==> src/rtl/risc_pkg.sv <==
`default_nettype none
// ---------------------------------------------------------------------------
// risc_pkg
// Shared opcodes, state encoding, ALU function codes and instruction field
// positions for the multi-cycle 16-bit RISC core.
// Revision: 1.0
// ---------------------------------------------------------------------------
package risc_pkg;

   // Opcode map (instruction bits [15:12])
   localparam logic [3:0] OP_LD   = 4'h0;
   localparam logic [3:0] OP_ST   = 4'h1;
   localparam logic [3:0] OP_ADD  = 4'h2;
   localparam logic [3:0] OP_SUB  = 4'h3;
   localparam logic [3:0] OP_INV  = 4'h4;
   localparam logic [3:0] OP_SHL  = 4'h5;
   localparam logic [3:0] OP_SHR  = 4'h6;
   localparam logic [3:0] OP_AND  = 4'h7;
   localparam logic [3:0] OP_OR   = 4'h8;
   localparam logic [3:0] OP_SLT  = 4'h9;
   localparam logic [3:0] OP_ADDI = 4'hA;
   localparam logic [3:0] OP_BEQ  = 4'hB;
   localparam logic [3:0] OP_BNE  = 4'hC;
   localparam logic [3:0] OP_JMP  = 4'hD;
   localparam logic [3:0] OP_HALT = 4'hE;
   localparam logic [3:0] OP_NOP  = 4'hF;

   // Control states
   typedef enum logic [2:0] {
      S_FETCH  = 3'd0,
      S_DECODE = 3'd1,
      S_EXEC   = 3'd2,
      S_MEM    = 3'd3,
      S_WB     = 3'd4,
      S_HALT   = 3'd5
   } state_t;

   // ALU function select
   localparam logic [2:0] ALU_ADD = 3'd0;
   localparam logic [2:0] ALU_SUB = 3'd1;
   localparam logic [2:0] ALU_INV = 3'd2;
   localparam logic [2:0] ALU_SHL = 3'd3;
   localparam logic [2:0] ALU_SHR = 3'd4;
   localparam logic [2:0] ALU_AND = 3'd5;
   localparam logic [2:0] ALU_OR  = 3'd6;
   localparam logic [2:0] ALU_SLT = 3'd7;

   // Instruction field positions
   localparam int OP_MSB    = 15;
   localparam int OP_LSB    = 12;
   localparam int RS_MSB    = 11;
   localparam int RS_LSB    = 9;
   localparam int RT_MSB    = 8;
   localparam int RT_LSB    = 6;
   localparam int RD_MSB    = 5;
   localparam int RD_LSB    = 3;
   localparam int IMM6_MSB  = 5;
   localparam int IMM12_MSB = 11;

   // Register file geometry
   localparam int NUM_REGS = 8;
   localparam int REG_AW   = 3;

endpackage
`default_nettype wire

==> src/rtl/risc_regfile.sv <==
`default_nettype none
// ---------------------------------------------------------------------------
// risc_regfile
// 8 x DATA_W register file: two asynchronous read ports, one synchronous
// write port, asynchronous clear. r0 is an ordinary writable register.
// Revision: 1.0
// ---------------------------------------------------------------------------
module risc_regfile
   import risc_pkg::*;
#(
   parameter int DATA_W = 16
) (
   input  logic              clk,
   input  logic              rst,
   input  logic [REG_AW-1:0] ra_addr,
   output logic [DATA_W-1:0] ra_data,
   input  logic [REG_AW-1:0] rb_addr,
   output logic [DATA_W-1:0] rb_data,
   input  logic              we,
   input  logic [REG_AW-1:0] waddr,
   input  logic [DATA_W-1:0] wdata
);

   logic [DATA_W-1:0] regs [0:NUM_REGS-1];

   // Clear every register on reset, otherwise perform the single write
   always_ff @(posedge clk or posedge rst) begin
      if (rst) begin
         for (int i = 0; i < NUM_REGS; i++) begin
            regs[i] <= '0;
         end
      end else if (we) begin
         regs[waddr] <= wdata;
      end
   end

   assign ra_data = regs[ra_addr];
   assign rb_data = regs[rb_addr];

endmodule
`default_nettype wire

==> src/rtl/risc_multicycle_core.sv <==
`default_nettype none
// ---------------------------------------------------------------------------
// risc_multicycle_core
// Multi-cycle 16-bit-ISA core: FETCH/DECODE/EXEC/MEM/WB control over one
// unified req/ready memory bus. ADDR_W must be above 12 and no wider than
// DATA_W (memory addresses come from the low ADDR_W bits of the ALU).
// Revision: 1.0
// ---------------------------------------------------------------------------
module risc_multicycle_core
   import risc_pkg::*;
#(
   parameter int                DATA_W   = 16,
   parameter int                ADDR_W   = 16,
   parameter logic [ADDR_W-1:0] RESET_PC = '0
) (
   input  logic              clk,
   input  logic              rst,
   output logic              mem_req,
   output logic              mem_we,
   output logic [ADDR_W-1:0] mem_addr,
   output logic [DATA_W-1:0] mem_wdata,
   input  logic [DATA_W-1:0] mem_rdata,
   input  logic              mem_ready,
   output logic              halted,
   output logic              retire,
   output logic [ADDR_W-1:0] dbg_pc
);

   localparam int                SH_W   = $clog2(DATA_W);
   localparam logic [ADDR_W-1:0] PC_ONE = {{(ADDR_W-1){1'b0}}, 1'b1};

   state_t            state, state_nxt;
   logic [ADDR_W-1:0] pc;
   logic [15:0]       ir;
   logic [DATA_W-1:0] a_reg, b_reg, res;

   logic [3:0]        op;
   logic [REG_AW-1:0] rs, rt, rd;
   logic [DATA_W-1:0] imm6_d, alu_b, alu_out, rs_data, rt_data;
   logic [ADDR_W-1:0] imm6_a, imm12_a, pc_target;
   logic [2:0]        alu_fn;
   logic              use_imm, taken;
   logic              rf_we;
   logic [REG_AW-1:0] rf_waddr;

   assign op      = ir[OP_MSB:OP_LSB];
   assign rs      = ir[RS_MSB:RS_LSB];
   assign rt      = ir[RT_MSB:RT_LSB];
   assign rd      = ir[RD_MSB:RD_LSB];
   assign imm6_d  = {{(DATA_W-6){ir[IMM6_MSB]}}, ir[IMM6_MSB:0]};
   assign imm6_a  = {{(ADDR_W-6){ir[IMM6_MSB]}}, ir[IMM6_MSB:0]};
   assign imm12_a = {{(ADDR_W-12){ir[IMM12_MSB]}}, ir[IMM12_MSB:0]};

   // LD/ST/ADDI add the sign-extended immediate instead of the rt operand
   assign use_imm   = (op == OP_LD) || (op == OP_ST) || (op == OP_ADDI);
   assign alu_b     = use_imm ? imm6_d : b_reg;
   assign taken     = ((op == OP_BEQ) && (a_reg == b_reg)) ||
                      ((op == OP_BNE) && (a_reg != b_reg)) ||
                      (op == OP_JMP);
   // pc already points at the next instruction when EXEC runs
   assign pc_target = (op == OP_JMP) ? (pc + imm12_a) : (pc + imm6_a);

   assign halted = (state == S_HALT);
   assign dbg_pc = pc;

   risc_regfile #(
      .DATA_W (DATA_W)
   ) u_regfile (
      .clk     (clk),
      .rst     (rst),
      .ra_addr (rs),
      .ra_data (rs_data),
      .rb_addr (rt),
      .rb_data (rt_data),
      .we      (rf_we),
      .waddr   (rf_waddr),
      .wdata   (res)
   );

   // Map opcode to ALU function; memory ops and ADDI use plain addition
   always_comb begin
      alu_fn = ALU_ADD;
      case (op)
         OP_SUB:  alu_fn = ALU_SUB;
         OP_INV:  alu_fn = ALU_INV;
         OP_SHL:  alu_fn = ALU_SHL;
         OP_SHR:  alu_fn = ALU_SHR;
         OP_AND:  alu_fn = ALU_AND;
         OP_OR:   alu_fn = ALU_OR;
         OP_SLT:  alu_fn = ALU_SLT;
         default: alu_fn = ALU_ADD;
      endcase
   end

   // ALU; shifts use only the low log2(DATA_W) bits of the amount
   always_comb begin
      alu_out = '0;
      case (alu_fn)
         ALU_ADD: alu_out = a_reg + alu_b;
         ALU_SUB: alu_out = a_reg - alu_b;
         ALU_INV: alu_out = ~a_reg;
         ALU_SHL: alu_out = a_reg << alu_b[SH_W-1:0];
         ALU_SHR: alu_out = a_reg >> alu_b[SH_W-1:0];
         ALU_AND: alu_out = a_reg & alu_b;
         ALU_OR:  alu_out = a_reg | alu_b;
         ALU_SLT: alu_out = {{(DATA_W-1){1'b0}}, (a_reg < alu_b)};
         default: alu_out = '0;
      endcase
   end

   // State register; reset abandons any in-flight transfer
   always_ff @(posedge clk or posedge rst) begin
      if (rst) begin
         state <= S_FETCH;
      end else begin
         state <= state_nxt;
      end
   end

   // Next state, bus outputs, retire and register write enables
   always_comb begin
      state_nxt = state;
      mem_req   = 1'b0;
      mem_we    = 1'b0;
      mem_addr  = '0;
      mem_wdata = '0;
      retire    = 1'b0;
      rf_we     = 1'b0;
      rf_waddr  = rd;
      case (state)
         S_FETCH: begin
            mem_req  = 1'b1;
            mem_addr = pc;
            if (mem_ready) state_nxt = S_DECODE;
         end
         S_DECODE: state_nxt = S_EXEC;
         S_EXEC: begin
            case (op)
               OP_LD, OP_ST: state_nxt = S_MEM;
               OP_BEQ, OP_BNE, OP_JMP, OP_NOP: begin
                  retire    = 1'b1;
                  state_nxt = S_FETCH;
               end
               OP_HALT: begin
                  retire    = 1'b1;
                  state_nxt = S_HALT;
               end
               default: state_nxt = S_WB;
            endcase
         end
         S_MEM: begin
            mem_req   = 1'b1;
            mem_we    = (op == OP_ST);
            mem_addr  = res[ADDR_W-1:0];
            mem_wdata = b_reg;
            if (mem_ready) begin
               if (op == OP_ST) begin
                  retire    = 1'b1;
                  state_nxt = S_FETCH;
               end else begin
                  state_nxt = S_WB;
               end
            end
         end
         S_WB: begin
            rf_we     = 1'b1;
            rf_waddr  = ((op == OP_LD) || (op == OP_ADDI)) ? rt : rd;
            retire    = 1'b1;
            state_nxt = S_FETCH;
         end
         S_HALT:  state_nxt = S_HALT;
         default: state_nxt = S_FETCH;
      endcase
      // Bus and pulses are quiet for as long as reset is held
      if (rst) begin
         mem_req   = 1'b0;
         mem_we    = 1'b0;
         mem_addr  = '0;
         mem_wdata = '0;
         retire    = 1'b0;
         rf_we     = 1'b0;
      end
   end

   // Datapath registers: PC, IR, operand latches and result/load data
   always_ff @(posedge clk or posedge rst) begin
      if (rst) begin
         pc    <= RESET_PC;
         ir    <= '0;
         a_reg <= '0;
         b_reg <= '0;
         res   <= '0;
      end else begin
         case (state)
            S_FETCH: begin
               if (mem_ready) begin
                  ir <= mem_rdata[15:0];
                  pc <= pc + PC_ONE;
               end
            end
            S_DECODE: begin
               a_reg <= rs_data;
               b_reg <= rt_data;
            end
            S_EXEC: begin
               res <= alu_out;
               if (taken) pc <= pc_target;
            end
            S_MEM: begin
               if (mem_ready && (op == OP_LD)) res <= mem_rdata;
            end
            default: ;
         endcase
      end
   end

endmodule
`default_nettype wire
==> config.mk <==
export PLATFORM = sky130hd
export DESIGN_NAME = risc_multicycle_core
export DESIGN_NICKNAME = d
export VERILOG_FILES = /design/src/rtl/risc_pkg.sv /design/src/rtl/risc_regfile.sv /design/src/rtl/risc_multicycle_core.sv
export SDC_FILE = /design/constraint.sdc
export NUM_CORES = 1
export LEC_CHECK = 0
export BUFFER_PORTS_ARGS = -buffer_cell sky130_fd_sc_hd__buf_2
export CORE_MARGIN = 2
export CORE_UTILIZATION = 55
export DETAILED_ROUTE_END_ITERATION = 8
export GPL_TIMING_DRIVEN = 1
export HOLD_SLACK_MARGIN = 0.1
export PLACE_DENSITY = 0.81
export SYNTH_ARGS = -nofsm -noshare
export SYNTH_HDL_FRONTEND = slang
export SYNTH_SLANG_ARGS = --single-unit
==> constraint.sdc <==
create_clock -name clk -period 22.7 [get_ports clk]
set_clock_uncertainty 0.05 [all_clocks]
set_input_delay 1.135 -clock clk [delete_from_list [all_inputs] [get_ports clk]]
set_output_delay 1.135 -clock clk [all_outputs]
set_load 0.005 [all_outputs]
After elaboration in Yosys (flattened, before gate mapping)
Index checks and enable logic that the tools add are counted.
Word-level totals
  flip-flop bits (word level): 211
  word-level logic and storage cells: 126
  input port bits: 19
Operators by class
  shift-type cells: 2
  reduce and logical (&&, ||, !) cells: 22
  bitwise gates (word level): 6
  mux-type cells: 40
  add/sub/neg operators: 5
  magnitude comparators: 5
  eq/ne operators: 32
Operator list (number)
  $mux W16: 13
  $bwmux W128: 1
  $pmux W16 S8: 1
  $bmux W16 S3: 2
  $pmux W16 S2: 3
  $add A16 B16 Y16: 3
  $demux W16 S3: 1
  $eq A4 B4 Y1 const B: 8
  $pmux W3 S7: 1
  $eq A3 B3 Y1 const B: 6
  $add A16 B1 Y16 const B: 1
  $and A16 B16 Y16: 1
  $eq A16 B16 Y1: 1
  $eq A4 B3 Y1 const B: 4
  $lt A16 B16 Y1: 1
  $ne A16 B16 Y1: 1
  $not A16 Y16: 1
  $or A16 B16 Y16: 1
  $shl A16 B4 Y16: 1
  $shr A16 B4 Y16: 1
  $sub A16 B16 Y16: 1
  $mux W3: 5
  $pmux W3 S5: 1
  $eq A3 B2 Y1 const B: 4
  other kinds (20): 49

Logic depth before layout (Yosys ltp)
  depth after elaboration: 10
  mapped depth: 18

Cells and area by module
Synthesis repeated with hierarchy kept, for this count alone.
Second synthesis, totals
  cell total of the unflattened synthesis: 1506
  area total of the unflattened synthesis: 15700.1 sq um
Modules (own cells, without submodules)
  risc_multicycle_core: area each 8663.3 sq um, cells an instance 1110, instances 1
  risc_regfile: area each 7036.7 sq um, cells an instance 396, instances 1

Worst setup path after synthesis
OpenSTA, ideal clock, no wires.
  path type: input to output
  from: input port rst
  to: output port mem_wdata[15]
  stages on the path: 3
  required time: 21.515 ns
  arrival time: 8.274 ns
  slack: 13.241 ns
  cells stage by stage: inv_1 > clkbuf_1 > and3_1
On the way
  cells in the longest elaborated chain, start to end: 1
Ends and longest elaborated chain
  start: declaration: line risc_multicycle_core.sv:17  | input logic rst,
  $mux W16: line risc_multicycle_core.sv:175  | if (rst) begin
  end: declaration: line risc_multicycle_core.sv:21  | output logic [DATA_W-1:0] mem_wdata,
No other way between the ends.

Final worst setup path
  from: register ir[15]
  to: register res[14]
On the way
  cells in the longest elaborated chain, start to end: 7
  elaborated cells on any way between the ends: 33
Ends and longest elaborated chain
  start: declaration: line risc_multicycle_core.sv:34  | logic [15:0] ir;
  start signal: assignment: line risc_multicycle_core.sv:197  | ir <= mem_rdata[15:0];
  $eq A4 B1 Y1 or $logic_not A4 Y1 (tied branches): line risc_multicycle_core.sv:55, risc_multicycle_core.sv:210
  $logic_or A1 B1 Y1 (2 in series): line risc_multicycle_core.sv:55  | assign use_imm = (op == OP_LD) || (op == OP_ST) || (op == OP_ADDI);
  $mux W16: line risc_multicycle_core.sv:56  | assign alu_b = use_imm ? imm6_d : b_reg;
  $sub A16 B16 Y16, or another cell as far along: line risc_multicycle_core.sv:100  | ALU_SUB: alu_out = a_reg - alu_b;
  $pmux W16 S8: line risc_multicycle_core.sv:98  | case (alu_fn)
  $pmux W16 S2: line risc_multicycle_core.sv:194  | case (state)
  end signal: assignment: line risc_multicycle_core.sv:206  | res <= alu_out;
  end signal: assignment: line risc_multicycle_core.sv:210  | if (mem_ready && (op == OP_LD)) res <= mem_rdata;
  end: declaration: line risc_multicycle_core.sv:35  | logic [DATA_W-1:0] a_reg, b_reg, res;
Several ways; a longest one is shown, not always the timed one.
A chain may end at the register's enable or synchronous reset.

==> results.sh <==
export IMPL_synth_edf_count=0
export IMPL_worst_pin_slew_ps=1376
export IMPL_fin_cells=1936
export IMPL_die_area_mm2=0.02916
export IMPL_antenna_found_initial=1
export IMPL_overflow=0
export IMPL_synthArstFlopShare_pct=100.0
export IMPL_synth_flop_cell="dfrtp_1"
export IMPL_fin_crit_sh_pct=23.43
export IMPL_grt_max_degree=119
export IMPL_grt_util_all_layers_pct=35.99
export IMPL_core_mm2=0.02755
export IMPL_synthMuxAreaShare_pct=23.62
export IMPL_status="completed"
export IMPL_arrival_ps=5670
export IMPL_worstHoldStart="u_regfile.regs[17]"
export IMPL_cts_root_buf="clkbuf_16"
export IMPL_crit_type="reg2reg"
export IMPL_post_cts_resized=0
export IMPL_grt_pass1_vias=13020
export IMPL_hold_class="reg2reg"
export IMPL_htreeDepth=1
export IMPL_rr_startpoint="ir[15]"
export IMPL_final_nets=1621
export IMPL_drive_above_1_share_pct=23.83
export IMPL_post_route_drc_count=0
export IMPL_syn_inst=1547
export IMPL_synthSimpleGateAreaFrac_pct=12.58
export IMPL_synthToLayoutAreaGrowth_pct=8.460
export IMPL_num_vias=13440
export IMPL_gp_congestion=1.050
export IMPL_synthAdderAreaFrac_pct=5.171
export IMPL_max_slew_margin_pct=7.547
export IMPL_port_buffers=70
export IMPL_cts_setup_buffers=0
export IMPL_drtAntennaViolNets=0
export IMPL_synth_cell_area_mm2=0.01529
export IMPL_synth_nets=1628
export IMPL_cts_sinks=211
export IMPL_first_pass_iters=6
export IMPL_cts_buffer_depth=3
export IMPL_period_needed_ps=5318
export IMPL_seq_area_frac_synth_pct=34.53
export IMPL_finalMaxSlewViolations=0
export IMPL_dp_hpwl_um=35370
export IMPL_drt_iter0_markers=1925
export IMPL_maxCapViolCount=0
export IMPL_cts_buffers=24
export IMPL_io_pins=71
export IMPL_setup_viol=0
export IMPL_critPathRequiredTime_ps=23050
export IMPL_postSynthAreaPerCell_um2=9.886
export IMPL_endpoint_kind="flop"
export IMPL_die_w_um=170.8
export IMPL_synth_compound_area_share_pct=16.35
export IMPL_critPathLaunchType="flop"
export IMPL_hold_viol_final=0
export IMPL_grt_first_pass_wirelength_um=78980
export IMPL_clk_pin_slew_ps=70
export IMPL_die_y_um=170.8
export IMPL_fillers=2245
export IMPL_wire_per_inst_um=26.69
export IMPL_hold_buffers=0
export IMPL_vias_per_cell=6.940
export IMPL_dpl_cell_count=1892
export IMPL_tns_ps=0
export IMPL_initial_utilization_pct=55.51
export IMPL_ys_ff_latch=211
export IMPL_core_rowCount=61
export IMPL_reg2reg_slack_ps=17380
export IMPL_yosys_area_share_xor_xnor_pct=2.577
export IMPL_startpoint="ir[15]"
export IMPL_synth_distinct_cells=80
export IMPL_ys_warn_count=0
export IMPL_largest_reg_flops=128
export IMPL_cts_tree="done"
export IMPL_max_freq_mhz=188.0
export IMPL_top_register="u_regfile.regs"
export IMPL_synth_top_family_by_area="multiplexers"
export IMPL_rsz0062_at_grt="false"
export IMPL_clk_latency_ps=540
export IMPL_post_route_util_pct=60.20
export IMPL_critPathMaxFanout=30
export IMPL_routed_wl_um=51670
cell type report:
type / instances / area (um2) / area share, %
Timing Repair Buffer: 89 / 493.0 / 2.972
Clock buffer: 34 / 699.4 / 4.217
Antenna cell: 1 / 2.502 / 0.01509
Multi-Input combinational cell: 1147 / 9238 / 55.69
Sequential cell: 211 / 5283 / 31.85
Inverter: 67 / 259.0 / 1.561
Clock inverter: 9 / 140.1 / 0.8448
Tap cell: 378 / 473.0 / 2.851
critical path, stage by stage (launching register included):
cell       delay, ps
dfrtp_1          780
nand4bb_1        400
a21oi_1          330
or2_2            570
inv_1            550
ha_1             510
a21o_1           200
a21oi_1          250
o21bai_1         120
a31o_2           290
a41o_1           270
o41ai_1          360
xnor2_1          110
a221oi_1         290
nor3_1            90
layout by cell type, fill, tap and decap left out, types with 11 or more instances in the layout:
cell type and instances:
o211ai_1 15, mux2i_1 44, clkbuf_16 25, nand2b_1 11
ha_1 60, buf_2 70, o21ai_0 67, and3_1 25
a21o_1 24, a211oi_1 32, or3_1 18, nand2_1 70
xnor2_1 35, nand4_1 11, mux2_2 149, inv_1 63
a22oi_1 17, o22ai_1 13, mux4_2 65, nor2_1 126
dfrtp_1 209, a21oi_1 128, nor3_1 54, buf_4 19
nand3_1 20
final timing paths:
path                                      end  cells past startpoint
min in group asynchronous              res[1]                      2
min                        u_regfile.regs[17]                      1
max reg2reg                           res[14]                     14
max                                   res[14]                     14
min reg2reg                u_regfile.regs[17]                      1
max in group asynchronous  u_regfile.regs[94]                      4
cell usage after synthesis (all sizes together) (24+ instances only):
cell    count  area [um2]
xnor2      35       306.5
a21oi     129       649.4
a21o       24       180.2
inv        66       247.7
a211oi     32       240.2
mux2i      44       440.4
buf        53       281.5
nor2      128       488.0
nor3       58       312.8
clkbuf     69       259.0
and3       25       156.4
o21ai      73       365.4
mux4       65        1464
mux2      151        1708
ha         60       750.7
dfrtp     211        5280
nand2      71       282.8
logic make-up (layout without fill, tap and decap cells):
kind of cell,count (synthesis),in the layout
other cells,0,1
fa+ha+maj,62,62
compound gates,392,392
buf+inv,189,199
xor+xnor,45,45
flops,211,211
simple gates,388,388
mux,260,260
layer usage:
layer | up-vias | track usage, % | wire length (um) | part of all wire (%)
met5 | - | 0 | 0 | 0
met4 | 0 | 19.44 | 3195 | 6.2
met3 | 193 | 6.893 | 5304 | 10
met2 | 806 | 55.34 | 23340 | 45
met1 | 6715 | 48.40 | 19830 | 38
li1 | 5721 | - | - | -
metrics by stage:
| step | hold WS, ps | cell area, um2 | setup slack, ps |
|---|---|---|---|
| after CTS | 477.3 | 16580 | 17550 |
| after floorplan | 434.7 | 15290 | 13030 |
| after global placement | 450.0 | 15750 | 17720 |
| after detailed placement | 461.2 | 15750 | 17560 |
| after global routing | 493.2 | 16580 | 17110 |
| final | 476.6 | 16590 | 17380 |
Power is left out: the tool's default activity adds up to more than one toggle a clock period on the data nets, which glitch-free logic cannot reach.
